### config.mk
export PLATFORM = sky130hd
export DESIGN_NAME = eth_rx_deframe
export DESIGN_NICKNAME = d
export VERILOG_FILES = /design/src/rtl/ethernet_pkg.sv /design/src/rtl/axis_out_reg.sv /design/src/rtl/eth_rx_deframe.sv
export SDC_FILE = /design/constraint.sdc
export NUM_CORES = 1
export LEC_CHECK = 0
export ABC_AREA = 1
export CAP_MARGIN = 40
export CORE_ASPECT_RATIO = 0.9
export CORE_MARGIN = 2
export CORE_UTILIZATION = 51
export CTS_CLUSTER_DIAMETER = 60
export DETAILED_ROUTE_END_ITERATION = 12
export PLACE_DENSITY_LB_ADDON = 0.08
export SLEW_MARGIN = 20
export SYNTH_ARGS = -nofsm -noshare
export SYNTH_HDL_FRONTEND = slang
export SYNTH_SLANG_ARGS = --single-unit
### constraint.sdc
create_clock -name clk -period 5.3 [get_ports clk]
set_clock_uncertainty 0.2 [all_clocks]
set_input_delay 1.06 -clock clk [delete_from_list [all_inputs] [get_ports clk]]
set_output_delay 1.06 -clock clk [all_outputs]
set_load 0.005 [all_outputs]
### src/rtl/ethernet_pkg.sv
`default_nettype none
// ============================================================================
// ethernet_pkg : shared Ethernet framing constants, header type and helpers
// Rev 1.0
// ============================================================================
package ethernet_pkg;

  localparam int          ETH_HDR_BYTES     = 16;
  localparam logic [47:0] ETH_BCAST_MAC     = 48'hffff_ffff_ffff;
  localparam logic [47:0] ETH_MAC_ADDR_FPGA = 48'hfa16_3e55_ca02;
  localparam logic [47:0] ETH_MAC_ADDR_STIM = 48'h0cc4_7a88_c047;

  typedef struct packed {
    logic [47:0] dst_mac;
    logic [47:0] src_mac;
    logic [15:0] ethertype;
    logic [7:0]  dst;
    logic [7:0]  rsvd;
  } eth_hdr_t;

  typedef enum logic [1:0] {
    HDR0    = 2'd0,
    HDR1    = 2'd1,
    PAYLOAD = 2'd2,
    DROP    = 2'd3
  } eth_rx_state_t;

  // Wire byte 0 is the MSB of a MAC address on the stream.
  function automatic logic [47:0] eth_bswap48(input logic [47:0] le);
    logic [47:0] be;
    be = '0;
    for (int i = 0; i < 6; i++) begin
      be[47-8*i -: 8] = le[8*i +: 8];
    end
    return be;
  endfunction

endpackage
`default_nettype wire

### src/rtl/axis_out_reg.sv
`default_nettype none
// ============================================================================
// axis_out_reg : single-entry ready/valid output register, no bubble on refill
// Rev 1.0
// ============================================================================
module axis_out_reg #(
  parameter int DATA_W = 64,
  parameter int KEEP_W = 8
) (
  input  logic              clk,
  input  logic              rst,
  input  logic              i_load,
  input  logic [DATA_W-1:0] i_data,
  input  logic [KEEP_W-1:0] i_keep,
  input  logic              i_last,
  input  logic              i_ready,
  output logic              o_can_load,
  output logic              o_valid,
  output logic [DATA_W-1:0] o_data,
  output logic [KEEP_W-1:0] o_keep,
  output logic              o_last
);

  logic              r_valid;
  logic [DATA_W-1:0] r_data;
  logic [KEEP_W-1:0] r_keep;
  logic              r_last;

  assign o_can_load = !r_valid || i_ready;

  always_ff @(posedge clk) begin
    if (rst) begin
      r_valid <= 1'b0;
      r_data  <= '0;
      r_keep  <= '0;
      r_last  <= 1'b0;
    end else if (i_load) begin
      r_valid <= 1'b1;
      r_data  <= i_data;
      r_keep  <= i_keep;
      r_last  <= i_last;
    end else if (i_ready) begin
      r_valid <= 1'b0;
    end
  end

  assign o_valid = r_valid;
  assign o_data  = r_data;
  assign o_keep  = r_keep;
  assign o_last  = r_last;

endmodule
`default_nettype wire

### src/rtl/eth_rx_deframe.sv
`default_nettype none
// ============================================================================
// eth_rx_deframe : parse 16-byte header, filter on dst MAC, forward payload.
// Option macro ETH_RX_BCAST_EN : also accept broadcast destination.
// Rev 1.0
// ============================================================================
module eth_rx_deframe
  import ethernet_pkg::*;
#(
  parameter logic [47:0] MAC_ADDR_FPGA = ETH_MAC_ADDR_FPGA,
  parameter int          CNT_W         = 32
) (
  input  logic             clk,
  input  logic             reset,
  input  logic [63:0]      stream_in_DATA,
  input  logic [7:0]       stream_in_KEEP,
  input  logic             stream_in_LAST,
  input  logic             stream_in_VALID,
  output logic             stream_in_READY,
  output logic [63:0]      stream_out_DATA,
  output logic [7:0]       stream_out_KEEP,
  output logic             stream_out_LAST,
  output logic             stream_out_VALID,
  input  logic             stream_out_READY,
  output logic [47:0]      hdr_src_mac,
  output logic [15:0]      hdr_ethertype,
  output logic [7:0]       hdr_dst,
  output logic             hdr_valid,
  output logic [CNT_W-1:0] cnt_rx_ok,
  output logic [CNT_W-1:0] cnt_drop
);

  localparam logic [1:0] ST_HDR0    = HDR0;
  localparam logic [1:0] ST_HDR1    = HDR1;
  localparam logic [1:0] ST_PAYLOAD = PAYLOAD;
  localparam logic [1:0] ST_DROP    = DROP;

  logic [1:0]       r_state;
  logic [15:0]      r_src_hi;
  logic [47:0]      r_hdr_src_mac;
  logic [15:0]      r_hdr_ethertype;
  logic [7:0]       r_hdr_dst;
  logic             r_hdr_valid;
  logic [CNT_W-1:0] r_cnt_ok;
  logic [CNT_W-1:0] r_cnt_drop;

  logic        w_in_beat;
  logic        w_out_can_load;
  logic        w_pay_load;
  logic        w_mac_hit;
  logic [47:0] w_dst_mac;

  assign w_dst_mac = eth_bswap48(stream_in_DATA[47:0]);

`ifdef ETH_RX_BCAST_EN
  assign w_mac_hit = (w_dst_mac == MAC_ADDR_FPGA) || (w_dst_mac == ETH_BCAST_MAC);
`else
  assign w_mac_hit = (w_dst_mac == MAC_ADDR_FPGA);
`endif

  assign stream_in_READY = (r_state == ST_PAYLOAD) ? w_out_can_load : 1'b1;
  assign w_in_beat       = stream_in_VALID && stream_in_READY;
  assign w_pay_load      = w_in_beat && (r_state == ST_PAYLOAD);

  always_ff @(posedge clk) begin
    if (reset) begin
      r_state         <= ST_HDR0;
      r_src_hi        <= '0;
      r_hdr_src_mac   <= '0;
      r_hdr_ethertype <= '0;
      r_hdr_dst       <= '0;
      r_hdr_valid     <= 1'b0;
      r_cnt_ok        <= '0;
      r_cnt_drop      <= '0;
    end else begin
      r_hdr_valid <= 1'b0;
      if (w_in_beat) begin
        case (r_state)
          ST_HDR0: begin
            // Staged only; published hdr_* wait for the second header flit.
            r_src_hi <= {stream_in_DATA[55:48], stream_in_DATA[63:56]};
            if (stream_in_LAST) begin
              r_cnt_drop <= r_cnt_drop + CNT_W'(1);
            end else if (w_mac_hit) begin
              r_state <= ST_HDR1;
            end else begin
              r_state <= ST_DROP;
            end
          end
          ST_HDR1: begin
            r_hdr_src_mac   <= {r_src_hi,
                                stream_in_DATA[7:0],   stream_in_DATA[15:8],
                                stream_in_DATA[23:16], stream_in_DATA[31:24]};
            r_hdr_ethertype <= {stream_in_DATA[39:32], stream_in_DATA[47:40]};
            r_hdr_dst       <= stream_in_DATA[55:48];
            r_hdr_valid     <= 1'b1;
            if (stream_in_LAST) begin
              r_cnt_ok <= r_cnt_ok + CNT_W'(1);
              r_state  <= ST_HDR0;
            end else begin
              r_state  <= ST_PAYLOAD;
            end
          end
          ST_PAYLOAD: begin
            if (stream_in_LAST) begin
              r_cnt_ok <= r_cnt_ok + CNT_W'(1);
              r_state  <= ST_HDR0;
            end
          end
          ST_DROP: begin
            if (stream_in_LAST) begin
              r_cnt_drop <= r_cnt_drop + CNT_W'(1);
              r_state    <= ST_HDR0;
            end
          end
          default: r_state <= ST_HDR0;
        endcase
      end
    end
  end

  axis_out_reg #(
    .DATA_W(64),
    .KEEP_W(8)
  ) u_out_reg (
    .clk        (clk),
    .rst        (reset),
    .i_load     (w_pay_load),
    .i_data     (stream_in_DATA),
    .i_keep     (stream_in_KEEP),
    .i_last     (stream_in_LAST),
    .i_ready    (stream_out_READY),
    .o_can_load (w_out_can_load),
    .o_valid    (stream_out_VALID),
    .o_data     (stream_out_DATA),
    .o_keep     (stream_out_KEEP),
    .o_last     (stream_out_LAST)
  );

  assign hdr_src_mac   = r_hdr_src_mac;
  assign hdr_ethertype = r_hdr_ethertype;
  assign hdr_dst       = r_hdr_dst;
  assign hdr_valid     = r_hdr_valid;
  assign cnt_rx_ok     = r_cnt_ok;
  assign cnt_drop      = r_cnt_drop;

endmodule
`default_nettype wire

==> run summary <==
================================================================================
Fin. Hold Viols ...................................................            0
Maximum clock path buffer count ...................................            3
Commonest cells post-synth ........................................ sky130_fd_sc_hd__nand2_1 (398), sky130_fd_sc_hd__dfxtp_1 (229), sky130_fd_sc_hd__a21oi_1 (194)
Remaining antenna violation count .................................            0
Largest fanout of any net on the critical path ....................            4
Final design instance area without fill ........................... 0.0134 sq mm
Height of the chip ................................................       134 um
Part of the total power dissipated in combinational logic .........        11.3%
Area of combinational cells with multiple inputs .................. 0.00433 sq mm
Routed via count ..................................................        10000
Cts-stage hold buffer count .......................................            0
Num CTS Buffers ...................................................           25
Total core area ................................................... 0.0184 sq mm
Final critical delay including setup and external delays ..........      3.49 ns
Routed WL .........................................................     30100 um
Critical path launch point type ...................................   input port
Kind of end point of the critical path ............................ primary output
Final-layout setup total negative slack ...........................         0 ns
Standard cell area after detailed placement ....................... 0.0126 sq mm
Pwr Density .......................................................  293 mW/mm^2
Yosys warns .......................................................            0
Final net count ...................................................         1700
Count of unresolved DRC violations after routing ..................            0
Count of buffers added by post-CTS timing repair for setup ........            0
Main area contributors after synthesis ............................ sky130_fd_sc_hd__dfxtp_1 (48%), sky130_fd_sc_hd__nand2_1 (16%), sky130_fd_sc_hd__a21oi_1 (10%)
Fraction of post-synthesis cell area in the top cell type by area .        47.7%
Initial Utilization ...............................................        52.2%
GPL Wtd Cong ......................................................        0.919
Largest net degree at the start of global routing .................           89
P&R area growth vs syn ............................................        39.6%
Part of the cycle the worst path needs ............................        65.8%
Via count normalized by instance count ............................         5.33
Max Clock Freq ....................................................      287 MHz
Antenna violations before repair ..................................            0
Max Slew Vio Count ................................................            0
Worst-Skew Late Latency ...........................................      0.53 ns
Starting DRT DRC Count ............................................          581
Slew @ Worst Pin ..................................................     0.819 ns
Clk pin slew, worst setup/hold paths ..............................      0.06 ns
Global-route wire length before repair ............................     46700 um
Mean instance size in the synthesized netlist .....................   7.07 sq um
Total of flip-flops plus latches after synthesis ..................          229
Global-route total usage across every layer .......................        28.8%
Post-synth EDFFs ..................................................            0
Total standard cell area after synthesis .......................... 0.00960 sq mm
Total internal power ..............................................      2.96 mW
Die Outline Area .................................................. 0.0199 sq mm
Non-filler instance count after layout ............................         1879
MaxCap Viol Count .................................................            0
Part of the total power dissipated in sequential elements .........        46.3%
Post-DP HPWL ......................................................     20700 um
Port Buf Inserts ..................................................          288
Static leakage ....................................................      4.73 nW
Highest-delay cell along the critical path ........................ sky130_fd_sc_hd__clkdlybuf4s50_1
# clock sinks .....................................................          229
Die extent in x ...................................................       149 um
Clock root buffer master .......................................... sky130_fd_sc_hd__clkbuf_16
Clock power frac ..................................................        42.4%
Net count of the mapped netlist ...................................         1441
Fraction of registers with async set or reset after synthesis .....           0%
Buffer and inverter count on the worst path .......................            3
Dominant cell type by area after synthesis ........................ sky130_fd_sc_hd__dfxtp_1
Register area share after synthesis ...............................        47.7%
Overall overflow remaining after global route .....................            0
I/O pin total .....................................................          289
IR Drop Worst-Case VDD ............................................     0.223 mV
Critical path's largest stage delay ...............................      0.55 ns
WS Path Type ...................................................... input port to primary output
Post-placement cell count .........................................         1834
Arrival time at the worst endpoint ................................      2.23 ns
Worst slew margin relative to its limit ...........................        45.4%
Unrepaired setup endpoints after global routing ...................        false
Post-synthesis cell type count ....................................           31
Ant. Diodes .......................................................            0
Via count of the first global-routing pass ........................         9107
Detailed-router iteration count before antenna repair .............            7
Largest delay contributor family on the critical path ............. buffers and inverters
Crit-path cells ................................................... clkdlybuf4s50_1 -> inv_1 -> nand3_2 -> clkdlybuf4s50_1
Number of setup violations in the final report ....................            0
Number of standard cells after synthesis ..........................         1358
Critical Path Most Common Cell .................................... sky130_fd_sc_hd__clkdlybuf4s50_1
Clock tree from TritonCTS .........................................          yes
Sw power ..........................................................       967 uW
Required time of the critical path ................................      4.04 ns
Filler cell count in the final layout .............................         1559
Switching Share ...................................................        24.6%
Status ............................................................ finished clean
FF/Latch Area ..................................................... 0.00458 sq mm
Number of gates resized after cts .................................            0
Count leader, synth ............................................... sky130_fd_sc_hd__nand2_1
Most used flip-flop cell after synthesis .......................... sky130_fd_sc_hd__dfxtp_1
Htree depth .......................................................            1
Fraction of final layout cells sized beyond drive strength 1 ......        4.16%
Type of the most critical hold path ............................... flip-flop to flip-flop
Site Rows .........................................................           47
Wire per inst .....................................................      16.0 um
================================================================================
-- per-layer routing --
metal / track usage, % / up-vias / wire (um)
met4: 7.88 / 0 / 865
li1: - / 4904 / -
met2: 48.6 / 396 / 14200
met1: 37.0 / 4653 / 12100
met5: 0 / - / 0
met3: 6.80 / 55 / 2860
-- layout by cell type, fill, tap and decap left out, drive strengths merged, types with 14 or more instances in the layout --
master         instances
nand3                124
nand2                401
buf                   14
clkbuf                37
clkdlybuf4s50        287
o21ai                 38
nor2                 140
dfxtp                229
a21oi                194
inv                  102
nand4                 21
-- state kept, by name, indices dropped and copies added, names as in the netlist, 2 cells and up --
signal / flops
cnt_drop: 32
cnt_rx_ok: 32
hdr_dst: 8
hdr_ethertype: 16
hdr_src_mac: 48
r_src_hi: 16
r_state: 2
u_out_reg.o_data: 64
u_out_reg.o_keep: 8
-- worst register-to-register path, stage by stage, from the launching register on --
cell and delay, ns:
sky130_fd_sc_hd__dfxtp_1 0.38, sky130_fd_sc_hd__inv_1 0.08, sky130_fd_sc_hd__ha_1 0.28, sky130_fd_sc_hd__nand3_2 0.15, sky130_fd_sc_hd__nand2_2 0.09, sky130_fd_sc_hd__inv_2 0.13, sky130_fd_sc_hd__buf_4 0.41, sky130_fd_sc_hd__nand2_4 0.08
sky130_fd_sc_hd__inv_2 0.08, sky130_fd_sc_hd__buf_12 0.22, sky130_fd_sc_hd__buf_4 0.36, sky130_fd_sc_hd__nand2_1 0.11, sky130_fd_sc_hd__a21oi_1 0.14
-- power groups by stage --
stage               Clock, mW  Sequential [mW]  Combinational (mW)
global route             1.76             1.83               0.481
CTS                      1.69             1.82               0.440
global placement            0             1.85               0.428
detailed placement          0             1.86               0.437
floorplan                   0             1.86               0.202
finish                   1.67             1.82               0.443
-- area by class of cell --
cell class / instances / area share (%)
clock inverter: 7 / 0.345
clock buffer: 37 / 5.60
timing repair buffer: 301 / 22.5
multi-input combinational: 960 / 32.3
sequential: 229 / 34.2
inverter: 100 / 2.80
tap: 245 / 2.29
-- final timing paths --
kind | from | slack, ns | end | cells after the start
max | stream_out_READY | 1.81 | stream_in_READY | 4
max reg2reg | r_state[0]$_SDFFE_PP0P_ | 2.52 | u_out_reg.o_data[43]$_SDFFE_PP0P_ | 12
min | hdr_ethertype[8]$_SDFFE_PP0P_ | 0.26 | hdr_ethertype[8]$_SDFFE_PP0P_ | 2
min reg2reg | hdr_ethertype[8]$_SDFFE_PP0P_ | 0.26 | hdr_ethertype[8]$_SDFFE_PP0P_ | 2
-- through the flow --
stage	total power, mW	hold slack [ns]	worst slack, ns	util [%]
3_5_place_dp	2.29	0.253	1.34	68.4
6_report	3.93	0.259	1.81	72.9
3_3_place_gp	2.28	0.247	1.38	68.3
5_1_grt	4.07	0.274	1.79	72.9
2_1_floorplan	2.06	0.241	2.81	-
4_1_cts	3.95	0.260	1.81	72.8
-- kinds of logic after synthesis --
family	after synthesis	share of synthesized area [%]
compound gates	239	12.6
xor+xnor	14	1.28
flops	229	47.7
buf+inv	169	7.17
fa+ha+maj	6	0.782
simple gates	701	30.4
Power figures use the tool's default switching activity.
